<file path="src/rtl/dpa_tx_seq.sv">
// DPA transmit link-training sequencer: IDLE -> TRAIN -> GUARD -> DATA, driving the ODDR d1/d2 words.
// Optional automatic retrain from DATA is built when DPA_TX_SEQ_RETRAIN_EN is defined.
module dpa_tx_seq #(
  parameter int          TRAIN_CYCLES     = 1024,
  parameter int          GUARD_CYCLES     = 16,
  parameter logic [4:0]  IDLE_D1          = 5'b00000,
  parameter logic [4:0]  IDLE_D2          = 5'b00000,
  parameter int          RETRAIN_INTERVAL = 1000000
) (
  input  logic       clk,
  input  logic       rst_n,
  input  logic       start,
  input  logic       abort,
  input  logic [1:0] pat,
  output logic       pat_en,
  input  logic [4:0] s_d1,
  input  logic [4:0] s_d2,
  input  logic       s_valid,
  output logic       s_ready,
  output logic [4:0] tx_d1,
  output logic [4:0] tx_d2,
  output logic       train_active,
  output logic       link_up,
  output logic       train_done
);

  localparam logic [1:0] ST_IDLE  = 2'd0;
  localparam logic [1:0] ST_TRAIN = 2'd1;
  localparam logic [1:0] ST_GUARD = 2'd2;
  localparam logic [1:0] ST_DATA  = 2'd3;

  localparam int MAX_CYCLES = (TRAIN_CYCLES > GUARD_CYCLES) ? TRAIN_CYCLES : GUARD_CYCLES;
  localparam int CW         = $clog2(MAX_CYCLES + 1);

  logic [1:0]    state, state_nxt;
  logic [CW-1:0] cnt, cnt_nxt;
  logic          enter_data;
  logic          retrain_hit;

`ifdef DPA_TX_SEQ_RETRAIN_EN
  localparam int RW = $clog2(RETRAIN_INTERVAL + 1);

  logic [RW-1:0] rcnt;

  // Counts DATA cycles; held at zero outside DATA so every DATA entry starts fresh.
  assign retrain_hit = (state == ST_DATA) && (rcnt == RW'(RETRAIN_INTERVAL - 1));

  always_ff @(posedge clk or negedge rst_n) begin
    if (!rst_n) begin
      rcnt <= '0;
    end else if (state != ST_DATA) begin
      rcnt <= '0;
    end else if (!retrain_hit) begin
      rcnt <= rcnt + 1'b1;
    end
  end
`else
  logic unused_retrain_interval;

  assign unused_retrain_interval = |RETRAIN_INTERVAL;
  assign retrain_hit = 1'b0;
`endif

  always_comb begin
    state_nxt  = state;
    cnt_nxt    = cnt;
    enter_data = 1'b0;
    case (state)
      ST_IDLE: begin
        if (start) begin
          state_nxt = ST_TRAIN;
          cnt_nxt   = CW'(TRAIN_CYCLES);
        end
      end
      ST_TRAIN: begin
        if (cnt == CW'(1)) begin
          state_nxt = ST_GUARD;
          cnt_nxt   = CW'(GUARD_CYCLES);
        end else begin
          cnt_nxt = cnt - CW'(1);
        end
      end
      ST_GUARD: begin
        if (cnt == CW'(1)) begin
          state_nxt  = ST_DATA;
          cnt_nxt    = '0;
          enter_data = 1'b1;
        end else begin
          cnt_nxt = cnt - CW'(1);
        end
      end
      ST_DATA: begin
        if (start || retrain_hit) begin
          state_nxt = ST_TRAIN;
          cnt_nxt   = CW'(TRAIN_CYCLES);
        end
      end
      default: begin
        state_nxt = ST_IDLE;
        cnt_nxt   = '0;
      end
    endcase
    // Abort overrides everything, including a simultaneous start.
    if (abort) begin
      state_nxt  = ST_IDLE;
      cnt_nxt    = '0;
      enter_data = 1'b0;
    end
  end

  always_ff @(posedge clk or negedge rst_n) begin
    if (!rst_n) begin
      state      <= ST_IDLE;
      cnt        <= '0;
      train_done <= 1'b0;
    end else begin
      state      <= state_nxt;
      cnt        <= cnt_nxt;
      train_done <= enter_data;
    end
  end

  // Output words are selected from the current state and registered once toward the ODDR.
  always_ff @(posedge clk or negedge rst_n) begin
    if (!rst_n) begin
      tx_d1 <= IDLE_D1;
      tx_d2 <= IDLE_D2;
    end else if (state == ST_TRAIN) begin
      tx_d1 <= {5{pat[1]}};
      tx_d2 <= {5{pat[0]}};
    end else if ((state == ST_DATA) && s_valid) begin
      tx_d1 <= s_d1;
      tx_d2 <= s_d2;
    end else begin
      tx_d1 <= IDLE_D1;
      tx_d2 <= IDLE_D2;
    end
  end

  assign pat_en       = (state == ST_TRAIN);
  assign s_ready      = (state == ST_DATA);
  assign link_up      = (state == ST_DATA);
  assign train_active = (state == ST_TRAIN) || (state == ST_GUARD);

endmodule

</file>
<file path="config.mk">
export PLATFORM = sky130hd
export DESIGN_NAME = dpa_tx_seq
export DESIGN_NICKNAME = d
export VERILOG_FILES = /design/src/rtl/dpa_tx_seq.sv
export SDC_FILE = /design/constraint.sdc
export NUM_CORES = 1
export LEC_CHECK = 0
export ABC_AREA = 1
export CAP_MARGIN = 20
export CORE_MARGIN = 2
export CORE_UTILIZATION = 54
export CTS_BUF_LIST = sky130_fd_sc_hd__clkbuf_8
export DETAILED_ROUTE_END_ITERATION = 16
export GPL_TIMING_DRIVEN = 0
export PLACE_DENSITY = 0.92
export SKIP_CTS_REPAIR_TIMING = 1
export SLEW_MARGIN = 15
export SYNTH_ARGS = -nofsm -noshare
export SYNTH_HDL_FRONTEND = slang
export SYNTH_SLANG_ARGS = --single-unit
export TNS_END_PERCENT = 1
</file>
<file path="constraint.sdc">
create_clock -name clk -period 4.3 [get_ports clk]
set_clock_uncertainty 0.1 [all_clocks]
set_input_delay 0.86 -clock clk [delete_from_list [all_inputs] [get_ports clk]]
set_output_delay 0.86 -clock clk [all_outputs]
set_load 0.005 [all_outputs]
</file>
==> results of run 1 <==
==> cells in the mapped netlist, drive strengths merged <==
| library cell | n | area share |
|---|---|---|
| inv | 18 | 0.055 |
| nand3 | 12 | 0.073 |
| dfrtp | 24 | 0.46 |
| nand2 | 50 | 0.16 |
| nor3 | 1 | 0.0038 |
| o21bai | 1 | 0.0057 |
| buf | 2 | 0.0095 |
| xor2 | 4 | 0.027 |
| o21ai | 13 | 0.050 |
| ha | 5 | 0.048 |
| nand4 | 1 | 0.0048 |
| nor2 | 18 | 0.097 |
| o22ai | 1 | 0.0048 |
| a21oi | 1 | 0.0038 |
==> sequential cells by signal (all words and copies together) (netlist names) <==
name and cells:
tx_d1 5, tx_d2 5, train_done 1, state 2, cnt 11
==> power by group through the flow <==
stage	clock (uW)	combinational (uW)	sequential, uW
after detailed placement	0	588	350
after global routing	210	668	355
after floorplan	0	404	343
after global placement	0	560	344
final	197	598	348
after CTS	198	603	347
==> metrics by stage <==
stage | instance area [um2] | worst slack, ns
5_1_grt | 1723 | 1.573
2_1_floorplan | 1311 | 2.486
6_report | 1723 | 1.626
4_1_cts | 1728 | 1.628
3_5_place_dp | 1657 | 1.926
3_3_place_gp | 1657 | 1.960
==> area by class of cell <==
type                       count  area, um2  area share
clock inverter                 1      30.03     0.01743
tap                           28      35.03     0.02033
sequential                    24      600.6      0.3486
inverter                      18      72.57     0.04212
buffer                         2      12.51    0.007262
timing repair buffer          31      305.3      0.1772
multi-input combinational    107      625.6      0.3631
clock buffer                   3      41.29     0.02397
==> final timing paths <==
check / end / depth (start not counted)
max: train_active / 4
min in group clk: cnt[0]$_DFFE_PN0P_ / 1
min reg2reg: cnt[0]$_DFFE_PN0P_ / 1
min: cnt[1]$_DFFE_PN0P_ / 1
max reg2reg: cnt[10]$_DFFE_PN0P_ / 7
max in group asynchronous: cnt[8]$_DFFE_PN0P_ / 1
==> routing by layer <==
metal / up-vias / GRT usage / part of all wire
met5: - / 0 / 0
met4: 0 / 0.08974 / 0.022
met3: 8 / 0.03390 / 0.049
met2: 51 / 0.4691 / 0.52
met1: 527 / 0.2940 / 0.41
li1: 542 / - / -
==> layout by cell type (no fill, tap or decap) <==
master / Yosys / layout
buf_2: 1 / 2
xor2_1: 4 / 4
inv_1: 15 / 15
nor2_4: 5 / 5
bufinv_16: 0 / 1
inv_6: 1 / 1
o22ai_1: 1 / 1
clkbuf_8: 0 / 3
nand2_4: 2 / 2
nor2_1: 4 / 4
nand3_1: 8 / 8
a21oi_1: 1 / 1
clkdlybuf4s50_1: 0 / 30
nor2_2: 9 / 9
nand2_1: 45 / 45
nor3_1: 1 / 1
inv_2: 2 / 2
o21bai_1: 1 / 1
ha_1: 5 / 5
nand3_4: 2 / 2
o21ai_1: 2 / 2
buf_4: 1 / 1
nand2_2: 3 / 3
nand4_1: 1 / 1
o21ai_0: 11 / 11
dfrtp_1: 24 / 24
nand3_2: 2 / 2
==> cell families (layout without fill, tap and decap cells) <==
family / Yosys count / count (layout) / synth area share
AND/OR/NAND/NOR: 82 / 82 / 0.3387
flip-flops: 24 / 24 / 0.4580
buffers and inverters: 20 / 55 / 0.06488
AO/OA/AOI/OAI: 16 / 16 / 0.06393
adder cells (fa/ha/maj): 5 / 5 / 0.04771
XOR/XNOR: 4 / 4 / 0.02671
==> impl_summary.txt, run 1 <==
----------------------------------------------------
[Outcome]
  Outcome ... complete, no violations

[Power]
  Switching power share of the total ... 0.4150
  Net switching power ... 474.5 uW
  P_leak ... 0.0008712 uW
  Worst-case vdd ir drop ... 0.4806 mV
  Sequential share of power ... 0.304
  Part of the power in combinational logic ... 0.523
  Internal power of the cells ... 668.9 uW
  Pwr Total ... 1143 uW
  Clock network fraction of total power ... 0.173
  Power density relative to cell area ... 663.6 nW/um2

[Yosys]
  Synthesized flop and latch total ... 24
  Count of mapped cells out of synthesis ... 151
  Share of the yosys chip area belonging to registers ... 0.4580
  Post-Syn Area ... 1311 um2
  Net Count, Synth ... 173
  Unique cell type count in the Yosys netlist ... 24
  Total of warnings raised by yosys ... 0
  Mean instance size in the synthesized netlist ... 8.684 um2

[Layout]
  Final non-filler cell total ... 214
  Ratio of cells with drive above 1 in the final layout ... 0.1774
  Area growth from synthesis to layout ... 31.39%
  Number of inserted diodes ... 0
  Number of filler instances in the final layout ... 159
  Fraction of the core area covered by cells at the end of the flow ... 0.7642
  Post-layout nets ... 209

[Worst setup path]
  Crit path top cell by count ... inv_1
  Type of origin of the critical path ... flop
  Register-to-register path setup slack ... 2.47 ns
  Required time of the critical path ... 3.34 ns
  Critical path capture point type ... primary output
  Critical register-to-register path startpoint ... state[0]$_DFFE_PN0P_
  Worst path slowest cell ... clkdlybuf4s50_1
  Launch point of the worst path ... state[0]$_DFFE_PN0P_
  Critical-path cell list ... inv_1 > ha_1 > inv_1 > clkdlybuf4s50_1
  Largest fanout of any net on the critical path ... 4
  Delay of the slowest cell on the worst path ... 0.50 ns
  Crit Path Class ... reg -> out
  Number of buffer and inverter instances along the worst setup path ... 3
  Arrival time of the worst setup path ... 1.71 ns
  Worst path top cell family by delay ... buffers and inverters

[Global route]
  Antenna violations before repair ... 0
  Overflow left after global routing ... 0
  Largest net degree at the start of global routing ... 25
  Vias in the first global route ... 1203
  Global-route wire length before repair ... 5181 um
  Combined global-route utilization of all metal layers ... 0.2537

[Placed design]
  Number of input and output port buffers inserted ... 31
  Detailed placer's ending HPWL ... 2282 um
  Placer's final routability congestion estimate ... 0.8447
  Placed Instances ... 210

[STA]
  Worst slew margin relative to its limit ... 0.6438
  Fin Setup TNS ... 0 ns
  F_max ... 373.9 MHz
  Post-layout minimum cycle time ... 2.674 ns
  Number of pins exceeding their max-slew limit in the final report ... 0
  Post-Route Hold Slack ... 0.4604 ns
  Period utilisation layout ... 0.6220
  Total setup violations reported at the end of the flow ... 0
  Worst-Margin Slew ... 0.5342 ns
  Number of failing hold endpoints at the final stage ... 0
  Setup repair after global routing missed its margin ... no

[Die]
  Core Region ... 2255 um2
  Num rows ... 17
  Initial core utilization ... 0.5816
  # IOs ... 32
  Die Span Y ... 53.28 um
  Full die area ... 2838 um2
  Die outline width ... 53.28 um

[CTS]
  Clock latency of the later-clocked register in the worst-skew pair ... 0.27 ns
  Clock buffers created by TritonCTS ... 3
  TritonCTS Sinks ... 24
  # H-tree levels ... 1
  Clock tree from TritonCTS ... yes
  Root buf cell ... clkbuf_8
  Clock slew at the register clock pins of the worst setup and hold paths ... 0.09 ns
  Maximum number of buffers from clock root to sink ... 2

[Route]
  Routed len/inst ... 14.23 um
  Total number of vias ... 1128
  Vias per cell ... 5.271
  First-pass iteration count of the detailed router ... 4
  Total DRC errors in the routed layout ... 0
  Drt first-iter violations ... 25
  Final routed wirelength across all metal layers ... 3046 um
  Number of antenna-violating nets in the routed design ... 0

[Min path]
  Class of the tightest hold or removal check ... in -> async

[Job]
  Max-cap check violation count ... 0

----------------------------------------------------
Note: power is estimated with default switching activity, not from simulation.
==> run 2: changes to the inputs <==
--- a/config.mk
+++ b/config.mk
@@ -8,11 +8,11 @@
 export ABC_AREA = 1
 export CAP_MARGIN = 20
 export CORE_MARGIN = 2
-export CORE_UTILIZATION = 54
+export CORE_UTILIZATION = 46
 export CTS_BUF_LIST = sky130_fd_sc_hd__clkbuf_8
 export DETAILED_ROUTE_END_ITERATION = 16
 export GPL_TIMING_DRIVEN = 0
-export PLACE_DENSITY = 0.92
+export PLACE_DENSITY = 0.84
 export SKIP_CTS_REPAIR_TIMING = 1
 export SLEW_MARGIN = 15
 export SYNTH_ARGS = -nofsm -noshare
==> constraint.sdc (replaced) <==
create_clock -name clk -period 2.3 [get_ports clk]
set_clock_uncertainty 0.1 [all_clocks]
set_input_delay 0.46 -clock clk [delete_from_list [all_inputs] [get_ports clk]]
set_output_delay 0.46 -clock clk [all_outputs]
set_load 0.005 [all_outputs]
==> impl_summary.txt, run 2 (synthesis results as in run 1) <==
----------------------------------------------------
[Outcome]
  Outcome ... complete, no violations

[STA]
  Worst path setup slack after routing ... 0.1085 ns
  Total setup violations reported at the end of the flow ... 0
  Worst slew margin relative to its limit ... 0.6555
  Worst-Margin Slew ... 0.5167 ns
  Period utilisation layout ... 0.9528
  Fin Setup TNS ... 0 ns
  Post-layout minimum cycle time ... 2.191 ns
  Setup repair after global routing missed its margin ... no
  Number of pins exceeding their max-slew limit in the final report ... 0
  F_max ... 456.3 MHz
  Number of failing hold endpoints at the final stage ... 0

[Route]
  First-pass iteration count of the detailed router ... 4
  Total DRC errors in the routed layout ... 0
  Drt first-iter violations ... 21
  Vias per cell ... 4.982
  Routed len/inst ... 12.11 um
  Number of antenna-violating nets in the routed design ... 0
  Total number of vias ... 1086
  Final routed wirelength across all metal layers ... 2639 um

[Layout]
  Sequential cell area ... 600.6 um2
  Register with the most flip-flops ... cnt
  Post-layout nets ... 211
  Registers with the most flip-flops ... cnt x11, tx_d1 x5, tx_d2 x5
  Max FFs per register ... 11
  Ratio of cells with drive above 1 in the final layout ... 0.1872
  Highest-count cells in the layout ignoring fill and taps ... nand2_1 (45), clkdlybuf4s50_1 (30), dfrtp_1 (24)
  Final non-filler cell total ... 218
  Area growth from synthesis to layout ... 31.49%
  Number of filler instances in the final layout ... 209
  Multi-input logic area ... 638.1 um2
  Most common cell after layout, fill and taps aside ... nand2_1
  Number of inserted diodes ... 0

[Worst setup path]
  Crit Path Class ... reg -> out
  Critical path capture point type ... primary output
  Arrival time of the worst setup path ... 1.63 ns
  Largest fanout of any net on the critical path ... 4
  Type of origin of the critical path ... flop
  Register-to-register path setup slack ... 0.63 ns
  Required time of the critical path ... 1.74 ns

[Global route]
  GR peak layer ... met2
  Overflow left after global routing ... 0
  Largest net degree at the start of global routing ... 25
  Met2 track utilization from global routing ... 0.2857
  Global-route wire length before repair ... 4464 um
  Combined global-route utilization of all metal layers ... 0.1724
  Antenna violations before repair ... 0
  Vias in the first global route ... 1054
  Routing usage on met1 ... 0.2131
  Met3 usage ... 0.05215

[CTS]
  Clock buffers created by TritonCTS ... 3
  # H-tree levels ... 1
  Root buf cell ... clkbuf_8
  Clock latency of the later-clocked register in the worst-skew pair ... 0.26 ns
  TritonCTS Sinks ... 24
  Clock tree from TritonCTS ... yes
  Clock slew at the register clock pins of the worst setup and hold paths ... 0.08 ns
  Maximum number of buffers from clock root to sink ... 2

[Die]
  Initial core utilization ... 0.4796
  Num rows ... 19
  Die Span Y ... 57.39 um
  Die outline width ... 57.39 um
  Full die area ... 3294 um2
  Core Region ... 2734 um2
  # IOs ... 32

[Power]
  P_leak ... 0.0008675 uW
  Power density relative to cell area ... 1169 nW/um2
  Worst-case vdd ir drop ... 0.9059 mV

[Min path]
  Class of the tightest hold or removal check ... in -> async

[Placed design]
  Detailed placer's ending HPWL ... 2051 um
  Placer's final routability congestion estimate ... 0.8460
  Number of input and output port buffers inserted ... 31
  Placed Instances ... 213
  Worst slack at placement ... 0.3261 ns

[Job]
  Max-cap check violation count ... 0

----------------------------------------------------
-- run 2: cell count changes in the layout (fill, tap and decap cells not counted) --
cell and change:
buf_4 +2, bufinv_16 -1, ha_1 -1, ha_4 +1
-- run 2: critical path: stages (launching register included) --
cell,delay [ns]
dfrtp_1,0.42
buf_4,0.16
ha_1,0.22
buf_4,0.14
clkdlybuf4s50_1,0.43
-- run 2: report_power, final --
part	switching (uW)	internal [uW]
clock network	126	117
logic	627	499
registers	100	546
total	853	1160
-- run 2: layer usage --
layer / vias up / routed length, um
met3: 4 / 197
li1: 541 / -
met4: 0 / 27
met1: 507 / 1105
met2: 34 / 1310
met5: - / 0
-- run 2: layout make-up --
class,count,share of cell area
well taps,31,0.02250
multi-input cells,107,0.3701
flip-flops and latches,24,0.3483
plain buffers,2,0.007257
clock buffers,3,0.02395
repair buffers,33,0.1858
inverters,18,0.04209
-- run 2: final timing paths --
| check | startpoint | endpoint | cells past startpoint |
|---|---|---|---|
| worst max-delay path | state[0]$_DFFE_PN0P_ | s_ready | 4 |
| max in group asynchronous | rst_n | tx_d2[2]$_DFF_PN0_ | 1 |
| worst max register to register | state[0]$_DFFE_PN0P_ | cnt[2]$_DFFE_PN0P_ | 8 |
| worst min register to register | state[0]$_DFFE_PN0P_ | state[0]$_DFFE_PN0P_ | 2 |
| worst min-delay path | rst_n | cnt[8]$_DFFE_PN0P_ | 1 |
| min in group clk | state[0]$_DFFE_PN0P_ | state[0]$_DFFE_PN0P_ | 2 |
-- run 2: stage by stage --
step	hold slack (ns)	instance area, um2	total power (uW)	util
after detailed placement	0.4317	1660	1744	0.6073
after CTS	0.4502	1702	1990	0.6224
after floorplan	0.06441	1311	1398	-
final	0.05960	1724	2015	0.6307
after global placement	0.4218	1660	1698	0.6073
after global routing	0.1035	1724	2186	0.6307
==> edit 1 (settings of run 2) <==
`GUARD_CYCLES`: 16 -> 32.
--- a/src/rtl/dpa_tx_seq.sv
+++ b/src/rtl/dpa_tx_seq.sv
@@ -4,3 +4,3 @@
   parameter int          TRAIN_CYCLES     = 1024,
-  parameter int          GUARD_CYCLES     = 16,
+  parameter int          GUARD_CYCLES     = 32,
   parameter logic [4:0]  IDLE_D1          = 5'b00000,
Check against the original RTL: same outputs for any inputs over 10 cycles, from zero or initial values and one cycle with rst_n low; that may be too few to reach the edited logic, so the function may still have changed.
==> edit 1 against run 2 <==
Power up 11%. Sequential share of layout area down 1.2 points. Setup slack better by 0.047 ns. Critical path depth unchanged. Via count up 5.2%. Fmax up 2.2%. Cell count up 6.0%. Final area up 3.5%. Register-to-register slack better by 0.04 ns. Sequential cell count unchanged. Synthesized area up 3.4%. Routed wire length up 3.0%. Largest cell class unchanged. Highest routed layer unchanged.
==> edit 1: results (changes against run 2) <==
DP HPWL=2.10 mm (was 2.05 mm); CP max stage delay=0.50 ns (was 0.43 ns); xor/xnor share of the synthesized area=2.58% (was 2.67%); Rel. slew slack=63.9% (was 65.6%); met2 wire length=1.35 mm (was 1.31 mm); final wirelength=2.72 mm (was 2.64 mm); Setup WS pre-CTS=0.356 ns (was 0.326 ns); Synth Area in Compound Gates=5.81% (was 6.39%); total track usage=17.9% (was 17.2%); Seq/Total Area, Yosys=44.3% (was 45.8%); met1 wire length=1.28 mm (was 1.11 mm); H-tree Lvls=1 (unchanged); met1 usage=23.2% (was 21.3%); Fillers=231 (was 209); syn_nets=187 (was 173); sequential cell area share=33.7% (was 34.8%); clk tree area frac=4.00% (was 2.39%); clk buf depth=2 (unchanged); Adder-Cell Fraction of Synth Area=4.61% (was 4.77%); Placed Instance Area=1710 µm² (was 1660 µm²); path depth of the worst reg2reg path=7 (was 8); Pleak=0.000914 µW (was 0.000868 µW); first-pass GRT wire length=4.63 mm (was 4.46 mm); Max stage delay cell, worst path=clkdlybuf4s50_1 (unchanged); Nets=223 (was 211); sw frac=41.4% (was 42.4%); peak supply drop=1.00 mV (was 0.906 mV); met3 GRT Util=2.42% (was 5.22%); Pre-antenna DRT Iters=3 (was 4); multi-input gate share of the layout cell area=36.8% (was 37.0%); Yosys cell types=22 (was 24); Critical Path AT=1.58 ns (was 1.63 ns); combinational power=1220 µW (was 1130 µW); GRT met2 Usage=29.7% (was 28.6%); met3 routed WL=39 µm (was 197 µm); P_clk=372 µW (was 243 µW); status=completed (unchanged); Post-synth top cells=nand2_1, dfrtp_1, inv_1 (unchanged); die width=58.3 µm (was 57.4 µm); Non-clk bufs=33 (was 35); share of cells above drive strength 1=17.0% (was 18.7%); comb_multi_in=114 (was 107); initial DRC count=12 (was 21); via/cell ratio=4.95 (was 4.98); RD Place Congestion=0.829 (was 0.846); Power Sequential=653 µW (was 646 µW)
[edit 1: metrics by stage]
stage	hold WS, ns	std cells
2_1_floorplan	0.0644	165
3_3_place_gp	0.419	227
3_5_place_dp	0.425	227
4_1_cts	0.438	231
5_1_grt	0.108	231
6_report	0.0651	231
[edit 1: path summary, 6_finish.rpt]
| kind | from | endpoint | slack, ns |
|---|---|---|---|
| worst min register to register | cnt[0]$_DFFE_PN0P_ | cnt[0]$_DFFE_PN0P_ | 0.44 |
| worst min-delay path | rst_n | cnt[5]$_DFFE_PN0P_ | 0.07 |
| worst max register to register | state[0]$_DFFE_PN0P_ | cnt[10]$_DFFE_PN0P_ | 0.67 |
| worst max-delay path | state[0]$_DFFE_PN0P_ | train_active | 0.16 |
| max in group asynchronous | rst_n | tx_d1[1]$_DFF_PN0_ | 1.68 |
| min in group clk | cnt[0]$_DFFE_PN0P_ | cnt[0]$_DFFE_PN0P_ | 0.44 |
==> edit 2 (settings of run 2) <==
Without the edit above. Add a define of `DPA_TX_SEQ_RETRAIN_EN`.
--- a/src/rtl/dpa_tx_seq.sv
+++ b/src/rtl/dpa_tx_seq.sv
@@ -2,2 +2,4 @@
 // Optional automatic retrain from DATA is built when DPA_TX_SEQ_RETRAIN_EN is defined.
+`define DPA_TX_SEQ_RETRAIN_EN
+
 module dpa_tx_seq #(
Check against the original RTL: no difference found for any inputs over 10 cycles, from zero or initial values and one cycle with rst_n low; that may be too few to reach the edited logic, so the function may still have changed.
==> edit 2 against run 2 <==
Power increased by 58%. Sequential cell count increased by 20. Synthesized area increased by 88%. Routed wire length increased by 100%. Largest cell class unchanged. Non-clock buffer count increased by 2. Combinational power increased by 20%. First-iteration DRC count increased to 5.6 times the old value. Highest routed layer unchanged. Count of clock-buffer cells in the layout increased by 2. Final area increased by 78%. Critical path depth decreased by 1. Largest power group unchanged. Global-route usage increased by 2.4 points. Setup slack got worse by 0.014 ns.
==> edit 2: results (changes against run 2) <==
Yosys cell types=29 (was 24); vias after detailed routing=2246 (was 1086); CTS buffer count=5 (was 3); syn_nets=359 (was 173); final critical-path required period=2.21 ns (was 2.19 ns); Post-synth top cells=nand2_1, dfrtp_1, inv_1, nor2_1, nand3_1 (was nand2_1, dfrtp_1, inv_1); Max FO, Critical Path=6 (was 4); worst hold slack=0.0116 ns (was 0.0596 ns); Critical Path AT=1.65 ns (was 1.63 ns); Seq/Total Area, Yosys=44.6% (was 45.8%); Adder-Cell Fraction of Synth Area=3.55% (was 4.77%); xor/xnor share of the synthesized area=1.77% (was 2.67%); CP startpoint=state[1]$_DFFE_PN0P_ (was state[0]$_DFFE_PN0P_); Placed Instance Area=2890 µm² (was 1660 µm²); status=completed (unchanged); first-pass GRT wire length=9.62 mm (was 4.46 mm); Reg2Reg Setup Slack=0.37 ns (was 0.63 ns); DP Cell Count=437 (was 213); initial DRC count=118 (was 21); RD Place Congestion=0.841 (was 0.846); RR Startpoint=rcnt[0]$_DFFE_PN0P_ (was state[0]$_DFFE_PN0P_); Pleak=0.00148 µW (was 0.000868 µW); Setup WS pre-CTS=0.359 ns (was 0.326 ns); largest net degree at the start of global routing=26 (was 25); CP max stage delay=0.52 ns (was 0.43 ns); Synth area leaders=dfrtp_1, nand2_1, inv_1 (was dfrtp_1, nand2_1, ha_1)
## edit 2: final cells by class
type / count / area [µm²] / area share [%]
Clock inverter: 3 / 90.1 / 2.94
Multi-Input combinational cell: 238 / 1170 / 38.3
Sequential cell: 44 / 1100 / 35.9
Buffer: 5 / 31.3 / 1.02
Inverter: 48 / 180 / 5.88
Tap cell: 70 / 87.6 / 2.86
Clock buffer: 5 / 68.8 / 2.25
Timing Repair Buffer: 32 / 333 / 10.9
## edit 2: layer usage
| metal | global-route usage [%] | wire length (µm) | vias up |
|---|---|---|---|
| met5 | 0 | 0 | - |
| met4 | 6.79 | 63 | 0 |
| met3 | 5.06 | 278 | 6 |
| met2 | 32.9 | 2590 | 49 |
| met1 | 24.6 | 2360 | 1043 |
| li1 | - | - | 1148 |
## edit 2: power by group through the flow
stage               logic [µW]  registers [µW]  clock network, µW
floorplan                  898            1010                  0
global placement          1260            1020                  0
detailed placement        1310            1020                  0
CTS                       1330            1010                823
global route              1570            1030                847
finish                    1360            1010                811
